==> config.mk <==
export PLATFORM = sky130hd
export DESIGN_NAME = phy_free_list_flat
export DESIGN_NICKNAME = d
export VERILOG_FILES = /design/src/rtl/phy_free_list_pkg.sv /design/src/rtl/phy_free_list_if.sv /design/src/rtl/phy_free_list_mem.sv /design/src/rtl/phy_free_list.sv /design/src/flat_wrapper.sv
export SDC_FILE = /design/constraint.sdc
export NUM_CORES = 1
export LEC_CHECK = 0
export CORE_ASPECT_RATIO = 1.2
export CORE_MARGIN = 2
export CORE_UTILIZATION = 45
export CTS_BUF_LIST = sky130_fd_sc_hd__clkbuf_16
export CTS_CLUSTER_DIAMETER = 150
export DETAILED_ROUTE_END_ITERATION = 8
export PLACE_DENSITY = 0.65
export SLEW_MARGIN = 20
export SYNTH_ARGS = -nofsm -noshare
export SYNTH_HDL_FRONTEND = slang
export SYNTH_SLANG_ARGS = --single-unit
==> constraint.sdc <==
create_clock -name clk -period 7.7 [get_ports clk]
set_input_delay 1.54 -clock clk [delete_from_list [all_inputs] [get_ports clk]]
set_output_delay 1.54 -clock clk [all_outputs]
set_load 0.01 [all_outputs]
==> src/rtl/phy_free_list_pkg.sv <==
// Shared sizing and types for the physical register free list.
package phy_free_list_pkg;
  localparam int NUM_PHY_REGS = 64;
  localparam int ARCH_REGS    = 32;
  localparam int PHY_WIDTH    = $clog2(NUM_PHY_REGS);
  localparam int FL_DEPTH     = NUM_PHY_REGS - ARCH_REGS;
  localparam int IDX_W        = $clog2(FL_DEPTH);
  localparam int PTR_W        = IDX_W + 1;

  typedef logic [PHY_WIDTH-1:0] phy_tag_t;
  typedef logic [PTR_W-1:0]     fl_ptr_t;
  typedef logic [IDX_W-1:0]     fl_idx_t;

  // Number of active lanes in a 2-lane valid vector, sized for pointer math.
  function automatic fl_ptr_t pop2(input logic [1:0] v);
    return fl_ptr_t'(v[0]) + fl_ptr_t'(v[1]);
  endfunction
endpackage

==> src/rtl/phy_free_list_if.sv <==
// Rename/commit-side bundle of the free list: alloc peek, commit and release.
interface phy_free_list_if;
  import phy_free_list_pkg::*;

  logic       flush;
  logic [1:0] alloc_req;
  logic       alloc_ok;
  phy_tag_t   alloc_phy_0;
  phy_tag_t   alloc_phy_1;
  logic [1:0] commit_valid;
  logic [1:0] rel_valid;
  phy_tag_t   rel_phy_0;
  phy_tag_t   rel_phy_1;
  fl_ptr_t    free_count;

  modport master (
    output flush, alloc_req, commit_valid, rel_valid, rel_phy_0, rel_phy_1,
    input  alloc_ok, alloc_phy_0, alloc_phy_1, free_count
  );
  modport slave (
    input  flush, alloc_req, commit_valid, rel_valid, rel_phy_0, rel_phy_1,
    output alloc_ok, alloc_phy_0, alloc_phy_1, free_count
  );
endinterface

==> src/rtl/phy_free_list_mem.sv <==
// 2-write / 2-read tag storage. Reset image holds tags ARCH_REGS..NUM_PHY_REGS-1.
// Reads are combinational from the registered array, so a write is seen next cycle.
module phy_free_list_mem
  import phy_free_list_pkg::*;
(
  input  logic               clk,
  input  logic               rst,
  input  logic     [1:0]     we,
  input  fl_idx_t  [1:0]     waddr,
  input  phy_tag_t [1:0]     wdata,
  input  fl_idx_t  [1:0]     raddr,
  output phy_tag_t [1:0]     rdata
);
  phy_tag_t [FL_DEPTH-1:0] mem_q, mem_d;

  // Apply both write ports; port 1 wins only if addresses collide (never in practice).
  always_comb begin
    mem_d = mem_q;
    for (int w = 0; w < 2; w++)
      if (we[w]) mem_d[waddr[w]] = wdata[w];
  end

  // Storage register with the reset image of unmapped tags.
  always_ff @(posedge clk or posedge rst) begin
    if (rst) begin
      for (int i = 0; i < FL_DEPTH; i++) mem_q[i] <= phy_tag_t'(ARCH_REGS + i);
    end else begin
      mem_q <= mem_d;
    end
  end

  for (genvar r = 0; r < 2; r++) begin : g_rd
    assign rdata[r] = mem_q[raddr[r]];
  end
endmodule

==> src/rtl/phy_free_list.sv <==
// Circular free list of physical register tags feeding rename.
// Speculative head (alloc), arch head (commit) and tail (release) each carry a wrap bit.
// Optional simulation checks: define FREE_LIST_CHECK_EN.
module phy_free_list
  import phy_free_list_pkg::*;
(
  input logic            clk,
  input logic            rst,
  phy_free_list_if.slave fl
);
  fl_ptr_t head_q, head_d, arch_head_q, arch_head_d, tail_q, tail_d;
  fl_ptr_t n_alloc, n_com, n_rel, free_cnt;
  fl_idx_t head_idx, tail_idx;
  logic    alloc_ok;

  logic     [1:0] we;
  fl_idx_t  [1:0] waddr, raddr;
  phy_tag_t [1:0] wdata, rdata;

  assign n_alloc  = pop2(fl.alloc_req);
  assign n_com    = pop2(fl.commit_valid);
  assign n_rel    = pop2(fl.rel_valid);
  assign free_cnt = tail_q - head_q;
  assign alloc_ok = free_cnt >= n_alloc;
  assign head_idx = head_q[IDX_W-1:0];
  assign tail_idx = tail_q[IDX_W-1:0];

  // Compacted peek: slot1 takes the next tag only when slot0 also consumes one.
  assign raddr[0] = head_idx;
  assign raddr[1] = fl.alloc_req[0] ? head_idx + fl_idx_t'(1) : head_idx;

  // Compacted release: first active lane lands at tail, second at tail+1.
  assign we[0]    = |fl.rel_valid;
  assign we[1]    = &fl.rel_valid;
  assign waddr[0] = tail_idx;
  assign waddr[1] = tail_idx + fl_idx_t'(1);
  assign wdata[0] = fl.rel_valid[0] ? fl.rel_phy_0 : fl.rel_phy_1;
  assign wdata[1] = fl.rel_phy_1;

  phy_free_list_mem u_mem (
    .clk   (clk),
    .rst   (rst),
    .we    (we),
    .waddr (waddr),
    .wdata (wdata),
    .raddr (raddr),
    .rdata (rdata)
  );

  assign fl.alloc_ok    = alloc_ok;
  assign fl.alloc_phy_0 = rdata[0];
  assign fl.alloc_phy_1 = rdata[1];
  assign fl.free_count  = free_cnt;

  // Pointer update: flush rewinds head to the post-commit arch head, else all-or-nothing grant.
  always_comb begin
    arch_head_d = arch_head_q + n_com;
    tail_d      = tail_q + n_rel;
    head_d      = head_q;
    if (fl.flush)     head_d = arch_head_d;
    else if (alloc_ok) head_d = head_q + n_alloc;
  end

  // Pointer registers; tail starts one full lap ahead so the list begins full.
  always_ff @(posedge clk or posedge rst) begin
    if (rst) begin
      head_q      <= '0;
      arch_head_q <= '0;
      tail_q      <= fl_ptr_t'(FL_DEPTH);
    end else begin
      head_q      <= head_d;
      arch_head_q <= arch_head_d;
      tail_q      <= tail_d;
    end
  end

`ifdef FREE_LIST_CHECK_EN
  fl_ptr_t occ;
  assign occ = tail_q - arch_head_q;

  // Pointer-relationship checks on the next state.
  always @(posedge clk) begin
    if (!rst) begin
      if (fl_ptr_t'(tail_d - arch_head_d) > fl_ptr_t'(FL_DEPTH))
        $error("free list overflow: tail-arch_head exceeds depth");
      if (fl_ptr_t'(head_d - arch_head_d) > fl_ptr_t'(FL_DEPTH))
        $error("free list arch_head passed head");
      if (occ == fl_ptr_t'(FL_DEPTH) &&
          ((fl.rel_valid[0] && fl.rel_phy_0 < phy_tag_t'(ARCH_REGS)) ||
           (fl.rel_valid[1] && fl.rel_phy_1 < phy_tag_t'(ARCH_REGS))))
        $error("free list release of low tag while full");
    end
  end

  // Every tag between arch head and tail must be unique.
  always @(negedge clk) begin
    if (!rst) begin
      for (int i = 0; i < FL_DEPTH; i++)
        for (int j = i + 1; j < FL_DEPTH; j++)
          if (j < int'(occ) &&
              u_mem.mem_q[fl_idx_t'(int'(arch_head_q[IDX_W-1:0]) + i)] ==
              u_mem.mem_q[fl_idx_t'(int'(arch_head_q[IDX_W-1:0]) + j)])
            $error("free list duplicate tag");
    end
  end
`endif
endmodule

==> src/flat_wrapper.sv <==
// flat-port wrapper written by rule: the top's interface ports become plain ports
module phy_free_list_flat import phy_free_list_pkg::*;
  (clk, rst, fl_flush, fl_alloc_req, fl_commit_valid, fl_rel_valid, fl_rel_phy_0, fl_rel_phy_1, fl_alloc_ok, fl_alloc_phy_0, fl_alloc_phy_1, fl_free_count);
  phy_free_list_if fl_i ();
  input logic clk;
  input logic rst;
  input wire logic [$bits(fl_i.flush)-1:0] fl_flush;
  input wire logic [$bits(fl_i.alloc_req)-1:0] fl_alloc_req;
  input wire logic [$bits(fl_i.commit_valid)-1:0] fl_commit_valid;
  input wire logic [$bits(fl_i.rel_valid)-1:0] fl_rel_valid;
  input wire logic [$bits(fl_i.rel_phy_0)-1:0] fl_rel_phy_0;
  input wire logic [$bits(fl_i.rel_phy_1)-1:0] fl_rel_phy_1;
  output wire logic [$bits(fl_i.alloc_ok)-1:0] fl_alloc_ok;
  output wire logic [$bits(fl_i.alloc_phy_0)-1:0] fl_alloc_phy_0;
  output wire logic [$bits(fl_i.alloc_phy_1)-1:0] fl_alloc_phy_1;
  output wire logic [$bits(fl_i.free_count)-1:0] fl_free_count;
  assign fl_i.flush = fl_flush;
  assign fl_i.alloc_req = fl_alloc_req;
  assign fl_i.commit_valid = fl_commit_valid;
  assign fl_i.rel_valid = fl_rel_valid;
  assign fl_i.rel_phy_0 = fl_rel_phy_0;
  assign fl_i.rel_phy_1 = fl_rel_phy_1;
  assign fl_alloc_ok = fl_i.alloc_ok;
  assign fl_alloc_phy_0 = fl_i.alloc_phy_0;
  assign fl_alloc_phy_1 = fl_i.alloc_phy_1;
  assign fl_free_count = fl_i.free_count;
  phy_free_list u_core (.clk(clk), .rst(rst), .fl(fl_i));
endmodule
After elaboration in Yosys (flattened, before gate mapping)
Index checks and enable logic that the tools add are counted.

Logic and storage cells: 72. Bits in registers: 210.

Reduce and logical (&&, ||, !) cells: 5. $lt $le $gt $ge: 7. Add/subtract/negate cells: 9. Muxes and demuxes: 16.

Operator list (number): 192-bit bitwise mux (2); 192-bit 2-to-1 mux (2); 6-bit binary-select mux with 5-bit select (2); 6-bit demux with 5-bit select (2); 6-bit 2-to-1 mux (7); 5-bit by 6-bit < comparator with 1-bit output, second input constant (4); 6-bit adder (3); 5-bit by 1-bit adder with 5-bit output, second input constant (2); 5-bit by 1-bit >= comparator with 1-bit output, second input constant (2); 1-bit by 1-bit adder with 2-bit output (3); 6-bit >= comparator (1); 6-bit subtractor (1); 5-bit 2-to-1 mux (1); 1-bit logical AND (2); 2-bit AND reduction (1); 2-bit nonzero test (1); 2-bit OR reduction (1).

Logic depth before layout (Yosys ltp)
Word-level depth: 8. Gate-level depth with buffers: 11.

Hierarchy
Synthesis repeated with hierarchy kept, for this count alone.

Cells, all modules: 1531. Area, all modules: 14720.4 sq um.

By module, submodules not included: phy_free_list_mem (instances 1, sequential area each 4944.7 sq um, area each 13244.0 sq um, cells each 1377); phy_free_list (instances 1, sequential area each 451.7 sq um, area each 1476.4 sq um, cells each 154).

Least setup slack after synthesis
OpenSTA, ideal clock, no wires.

Path type: input-to-output. Start: input fl_alloc_req[0]. End: output fl_alloc_ok. Arrival: 3.255 ns. Buffers on the path: 0. Stages: 7. Slack: 2.905 ns. Data required time: 6.160 ns. Cells stage by stage: ha_1 > ha_1 > nand2b_1 > a211oi_1 > or3b_2 > nor2_2 > inv_1.

Longest elaborated chain between the ends: 2.

Ends and longest elaborated chain: from (decl) (line flat_wrapper.sv:8) `input wire logic [$bits(fl_i.alloc_req)-1:0] fl_alloc_req;`; 1-bit by 1-bit adder with 2-bit output (line phy_free_list_pkg.sv:16) `return fl_ptr_t'(v[0]) + fl_ptr_t'(v[1]);`; 6-bit >= comparator (line phy_free_list.sv:24) `assign alloc_ok = free_cnt >= n_alloc;`; to (decl) (line flat_wrapper.sv:13) `output wire logic [$bits(fl_i.alloc_ok)-1:0] fl_alloc_ok;`.

Every way passes these cells.

Worst setup path after layout
Start: input fl_alloc_req[0]. End: output fl_alloc_phy_1[1].

Longest elaborated chain between the ends: 3.

Ends and longest elaborated chain: 5-bit 2-to-1 mux (line phy_free_list.sv:30) `assign raddr[1] = fl.alloc_req[0] ? head_idx + fl_idx_t'(1) : head_idx;`; 6-bit binary-select mux with 5-bit select (line phy_free_list_mem.sv:33) `assign rdata[r] = mem_q[raddr[r]];`; 6-bit 2-to-1 mux (implied by the code) (line phy_free_list_mem.sv:33); to (decl) (line flat_wrapper.sv:15) `output wire logic [$bits(fl_i.alloc_phy_1)-1:0] fl_alloc_phy_1;`.

Every way passes these cells. The select of a mux whose other input is x is not followed.

==> flow_summary.yaml <==
outcome:
  outcome: "finished, violations left"
  violations: "DRC"
pwr:
  switching_share_pct: 42.0
  powerDensity_mw_per_mm2: 501
  p_comb_share_pct: 54.3
  pwr-share-seq_pct: 32.1
  intPower_mw: 4.58
  power_frac_clock_pct: 13.6
  netSwitchingPower_mw: 3.32
  ir_drop_v: 0.000209
  leakage_nw: 5.79
critical_path:
  endpoint_kind: "output pin"
  worstPathArrival_ps: 4950
  r2r_cells: 9
  cp.required_ps: 6160
  cp-start-kind: "primary input"
  crit_fanout: 25
  crit_type: "primary input to output pin"
  path_cells: "clkdlybuf4s50_1 > buf_4 > nand2_2 > xnor2_4 > buf_4 > mux4_1 > a221oi_1 > a31oi_1 > clkdlybuf4s50_1"
  max_stage_delay_ps: 600
  reg2reg_slack_ps: 4000
  cp_slowest_cell: "mux4_1"
clocking:
  clock_latency_ps: 530
  cts.clk_slew.worst_paths_ps: 60
  cts_resized: 0
  hold_buffers: 0
  cts_root_buf: "clkbuf_16"
  cts_tree: "built"
  htree_levels: 1
  numClockSinks: 210
  numCtsBuffers: 24
  clockBufferDepth: 3
  cts_setup_buffers: 0
layout:
  layout_common_cells: "nand2_1 (325), o21ai_0 (278), nor2_1 (141)"
  layout.cells.non_filler: 1931
  fillers: 2878
  syn_to_final_growth_pct: 9.39
  mostFrequentLayoutCell: "nand2_1"
  finalCoreUtilization_pct: 50.2
  diodes: 0
  nNetsFinal: 1555
  drive_gt1_share_pct: 22.7
routing:
  num_vias: 12000
  first_pass_iters: 7
  wire_per_inst_um: 23.3
  first_iter_violations: 1273
  drt_wl_total_um: 45000
  drtAntennaViolNets: 0
  viasPerCell: 6.22
  drc: 4
yosys:
  ys.flop_type: "dfstp_2"
  yosysWarnings: 0
  synthArstFlopShare_pct: 100
  synth_cell_types: 60
  synth_enable_flop_cells: 0
  postSynthCellCount: 1562
  seq_area_frac_synth_pct: 37.4
  syn_nets: 1605
  syn_area_per_cell_um2: 9.23
  syn_area_mm2: 0.0144
  ys_ff_latch: 210
min_path:
  hold_path_depth: 1
  hp-class: "flip-flop to flip-flop"
floorplan:
  rows: 71
  dieArea_mm2: 0.0335
  die_h_um: 200
  core_area_mm2: 0.0314
  io_pins: 40
  initial_utilization_pct: 45.9
  die_w_um: 167
grt:
  grt.overflow.total: 0
  antenna_found_initial: 0
  grt_usage_pct: 26.9
  grt_first_pass_wirelength_um: 70100
  grt_max_degree: 75
  grt_pass1_vias: 11700
sta:
  rsz0062_at_grt: "no"
  timing.final.crit_share_pct: 84.3
  tightest_slew_ps: 1110
  relSlewSlack_pct: 24.6
  fin_crit_ps: 6490
  skew_ps: 8.10
  fmax_mhz: 154
  setup_tns_ps: 0
  setup_viol: 0
  hold_viol: 0
  report.final.slew_viol_count: 0
  hold_ws_ps: 479
placed_design:
  dp.cells: 1885
  dp_hpwl_um: 31500
  gp_congestion: 0.995
  io_buffers: 39
job:
  cap_violations: 0
final timing paths:
check,to,start
max reg2reg,u_core.head_q[0],u_core.tail_q[0]
min in group asynchronous,u_core.u_mem.mem_q[55],rst
min reg2reg,u_core.arch_head_q[4],u_core.arch_head_q[4]
max in group asynchronous,u_core.head_q[1],rst
min,u_core.arch_head_q[4],u_core.arch_head_q[4]
max,fl_alloc_phy_1[1],fl_alloc_req[0]
power groups by stage:
stage                     Combinational [mW]  Sequential [mW]  Clock, mW
after floorplan                         3.20             2.12          0
after global placement                  4.15             2.49          0
after detailed placement                4.22             2.53          0
after CTS                               4.23             2.51       1.09
after global routing                    4.57             2.60       1.13
final                                   4.29             2.54       1.07
Yosys cell counts (9+ instances only):
library cell | n | share of area (%)
ha_1 | 18 | 1.6
a221oi_1 | 10 | 0.61
a21oi_1 | 97 | 3.4
mux2_2 | 40 | 3.1
nor2b_1 | 11 | 0.48
buf_2 | 21 | 0.73
clkbuf_1 | 89 | 2.3
nor3_1 | 16 | 0.56
nand3_1 | 10 | 0.35
xor2_1 | 10 | 0.61
o21ai_0 | 278 | 9.6
nor2_1 | 141 | 3.7
nand2_1 | 325 | 8.5
mux4_2 | 107 | 17
inv_1 | 21 | 0.55
mux2i_1 | 26 | 1.8
buf_4 | 9 | 0.47
dfstp_2 | 113 | 21
buf_1 | 19 | 0.49
dfrtp_1 | 97 | 17
worst max-delay path: cells and delay by family:
family / cells / cell delay [ps]
AND/OR/NAND/NOR: 1 / 130
multiplexers: 1 / 600
buffers and inverters: 4 / 1610
XOR/XNOR: 1 / 540
AO/OA/AOI/OAI: 2 / 500
layer usage:
layer  track usage (%)  vias to the layer above  part of all wire [%]
li1                  -                     5477                     -
met1              34.7                     5962                    40
met2              45.3                      474                    49
met3              3.56                      104                   5.8
met4              12.1                        0                   4.6
met5                 0                        -                     0
cell type report:
class	count	area (um^2)	share of cell area, %
multi-input combinational	1182	8390	53.2
clock inverter	18	78.8	0.500
tap	401	502	3.18
sequential	210	5400	34.3
clock buffer	26	651	4.12
timing repair buffer	68	648	4.11
inverter	26	108	0.682
through the flow:
stage / worst slack [ps] / power (mW) / area, um^2
2_1_floorplan: 609 / 5.32 / 14400
4_1_cts: 1250 / 7.84 / 15700
3_3_place_gp: 1330 / 6.64 / 15000
5_1_grt: 1080 / 8.31 / 15800
6_report: 1210 / 7.90 / 15800
3_5_place_dp: 1270 / 6.75 / 15000
kinds of logic after synthesis:
family / Yosys count / share of synthesized area, %
fa+ha+maj: 22 / 2.12
buf+inv: 170 / 5.17
xor+xnor: 18 / 1.22
simple gates: 529 / 14.7
mux: 180 / 22.9
flops: 210 / 37.4
compound gates: 433 / 16.4
state kept, by name, indices dropped and copies added, names as in the netlist:
| name | cells |
|---|---|
| u_core.arch_head_q | 6 |
| u_core.tail_q | 6 |
| u_core.head_q | 6 |
| u_core.u_mem.mem_q | 192 |
(Power assumes the default switching activity.)
==> edit, RTL diff (config.mk and constraints unchanged) <==
Change the package constant `ARCH_REGS` from 32 to 16.
--- a/src/rtl/phy_free_list_pkg.sv
+++ b/src/rtl/phy_free_list_pkg.sv
@@ -1,7 +1,7 @@
 // Shared sizing and types for the physical register free list.
 package phy_free_list_pkg;
   localparam int NUM_PHY_REGS = 64;
-  localparam int ARCH_REGS    = 32;
+  localparam int ARCH_REGS    = 16;
   localparam int PHY_WIDTH    = $clog2(NUM_PHY_REGS);
   localparam int FL_DEPTH     = NUM_PHY_REGS - ARCH_REGS;
   localparam int IDX_W        = $clog2(FL_DEPTH);
Interface: changed (resized fl_free_count); port bits go from 40 to 41. The function was not compared with the original's and may differ.
==> edit against the unedited design <==
  * Via count up 54%
  * Total power is 44% higher
  * Design area up 51%
  * Synthesized area is 51% higher
  * Largest cell class unchanged
  * First-iteration DRC count rose by 58%
  * Wire length increased by 71%
  * Sequential share of layout area fell by 0.81 points
  * Sequential cell count increased by 99
  * Critical endpoint is now fl_alloc_phy_1[5]
  * Worst setup slack got worse by 530 ps
==> edit: results (changes against the unedited design) <==
CP max FO = 21 (-16%)
setup ws final = 673 ps (-533 ps)
Final Hold Slack = 496 ps (+17.0 ps)
PD cells = 477 nW/um^2 (-4.7%)
Post-Synth Adder-Cell Area = 1.51% (-0.60 points)
1st-iter DRT viols = 2006 (+58%)
Sequential Power Share = 30.9% (-1.2 points)
placed insts = 2793 (+48%)
clk_lat worst skew = 570 ps (+40 ps)
DR vias/cell = 6.47 (+4.0%)
Post-Synthesis Cells = 2296 (+47%)
depth of the CTS H-tree = 2 (+1)
Largest Register = u_core.u_mem.mem_q
reg2reg setup slack = 3330 ps (-670 ps)
first-pass GRT wire length = 117000 microns (+66%)
Synth top cells by count = nand2_1 (424), o21ai_0 (276), mux2_2 (196), nor2_1 (187), clkbuf_1 (163)
final setup skew = 17.4 ps (+9.27 ps)
Sw Share = 42.9% (+0.92 points)
dpl ws = 756 ps (-514 ps)
largest net degree at the start of global routing = 119 (+59%)
aggregate global-route resource usage = 31.0% (+4.1 points)
ranking of synthesized cells by area = dfstp_2 (20%), dfrtp_1 (17%), mux4_2 (15%)
CTS max path bufs = 3 (unchanged)
Num CTS Buffers = 36 (+50%)
mux cell area share after synthesis = 29.9% (+7.0 points)
Routability Congestion = 0.991 (-0.46%)
Nets = 2247 (+45%)
Hold Path End = u_core.arch_head_q[6]$_DFF_PP0_
max reg flops = 288 (+50%)
leak pwr = 9.37 nW (+62%)
arrival time worst endpoint = 5490 ps (+540 ps)
combinational share of power = 54.1% (-0.2 points)
Seq/Total Area, Yosys = 36.4% (-1.1 points)
I/O Buffers = 40 (+2.6%)
Detailed Routing Iterations Pass 1 = 5 (-2)
status = finished, final reports clean
WL/cell = 27.0 microns (+16%)
postcts setup bufs = 0 (unchanged)
Synth Area in XOR/XNOR = 1.12% (-0.11 points)
vias in the first global route = 18300 (+57%)
Peak VDD IR = 0.281 mV (+34%)
DP HPWL = 53000 microns (+68%)
crit path to = fl_alloc_phy_1[5]
worst r2r src = u_core.head_q[1]$_DFFE_PP0P_
Synth Area in Compound Gates = 13.0% (-3.4 points)
Layout Cells excl Fill = 2860 (+48%)
Placed Area = 22600 sq um (+51%)
Max transition margin = 22.5% (-2.1 points)
Worst Hold Launch = u_core.arch_head_q[6]$_DFF_PP0_
share of layout cells above drive strength 1 = 27.8% (+5.1 points)
-- edit: cell types whose count changed after synthesis, sizes merged, moves of 50 or more --
cell,change
mux2,+156
nand2,+98
clkbuf,+74
mux2i,+74
a21oi,+55
dfrtp,+50
-- edit: final cells by class --
cell class                 instances  area [sq um]
clock inverter                    29           208
fill                            4415         24300
tap                              630           788
inverter                          29           113
clock buffer                      37           926
timing repair buffer              78           696
multi-input combinational       1748         13100
sequential                       309          7940
-- edit: routing by layer --
metal	track usage, %	vias to the layer above	wire length (microns)
met2	50.1	994	36500
li1	-	8042	-
met3	6.89	247	6760
met4	17.6	0	5070
met1	38.2	9224	28800
met5	0	-	0
-- edit: critical path, stage by stage --
cell and delay (ps):
buf_2 430, nand4_1 310, xnor2_2 660, mux4_2 590, a22o_1 250, a221oi_1 260
o22ai_1 270, or4b_1 650, clkdlybuf4s50_1 520
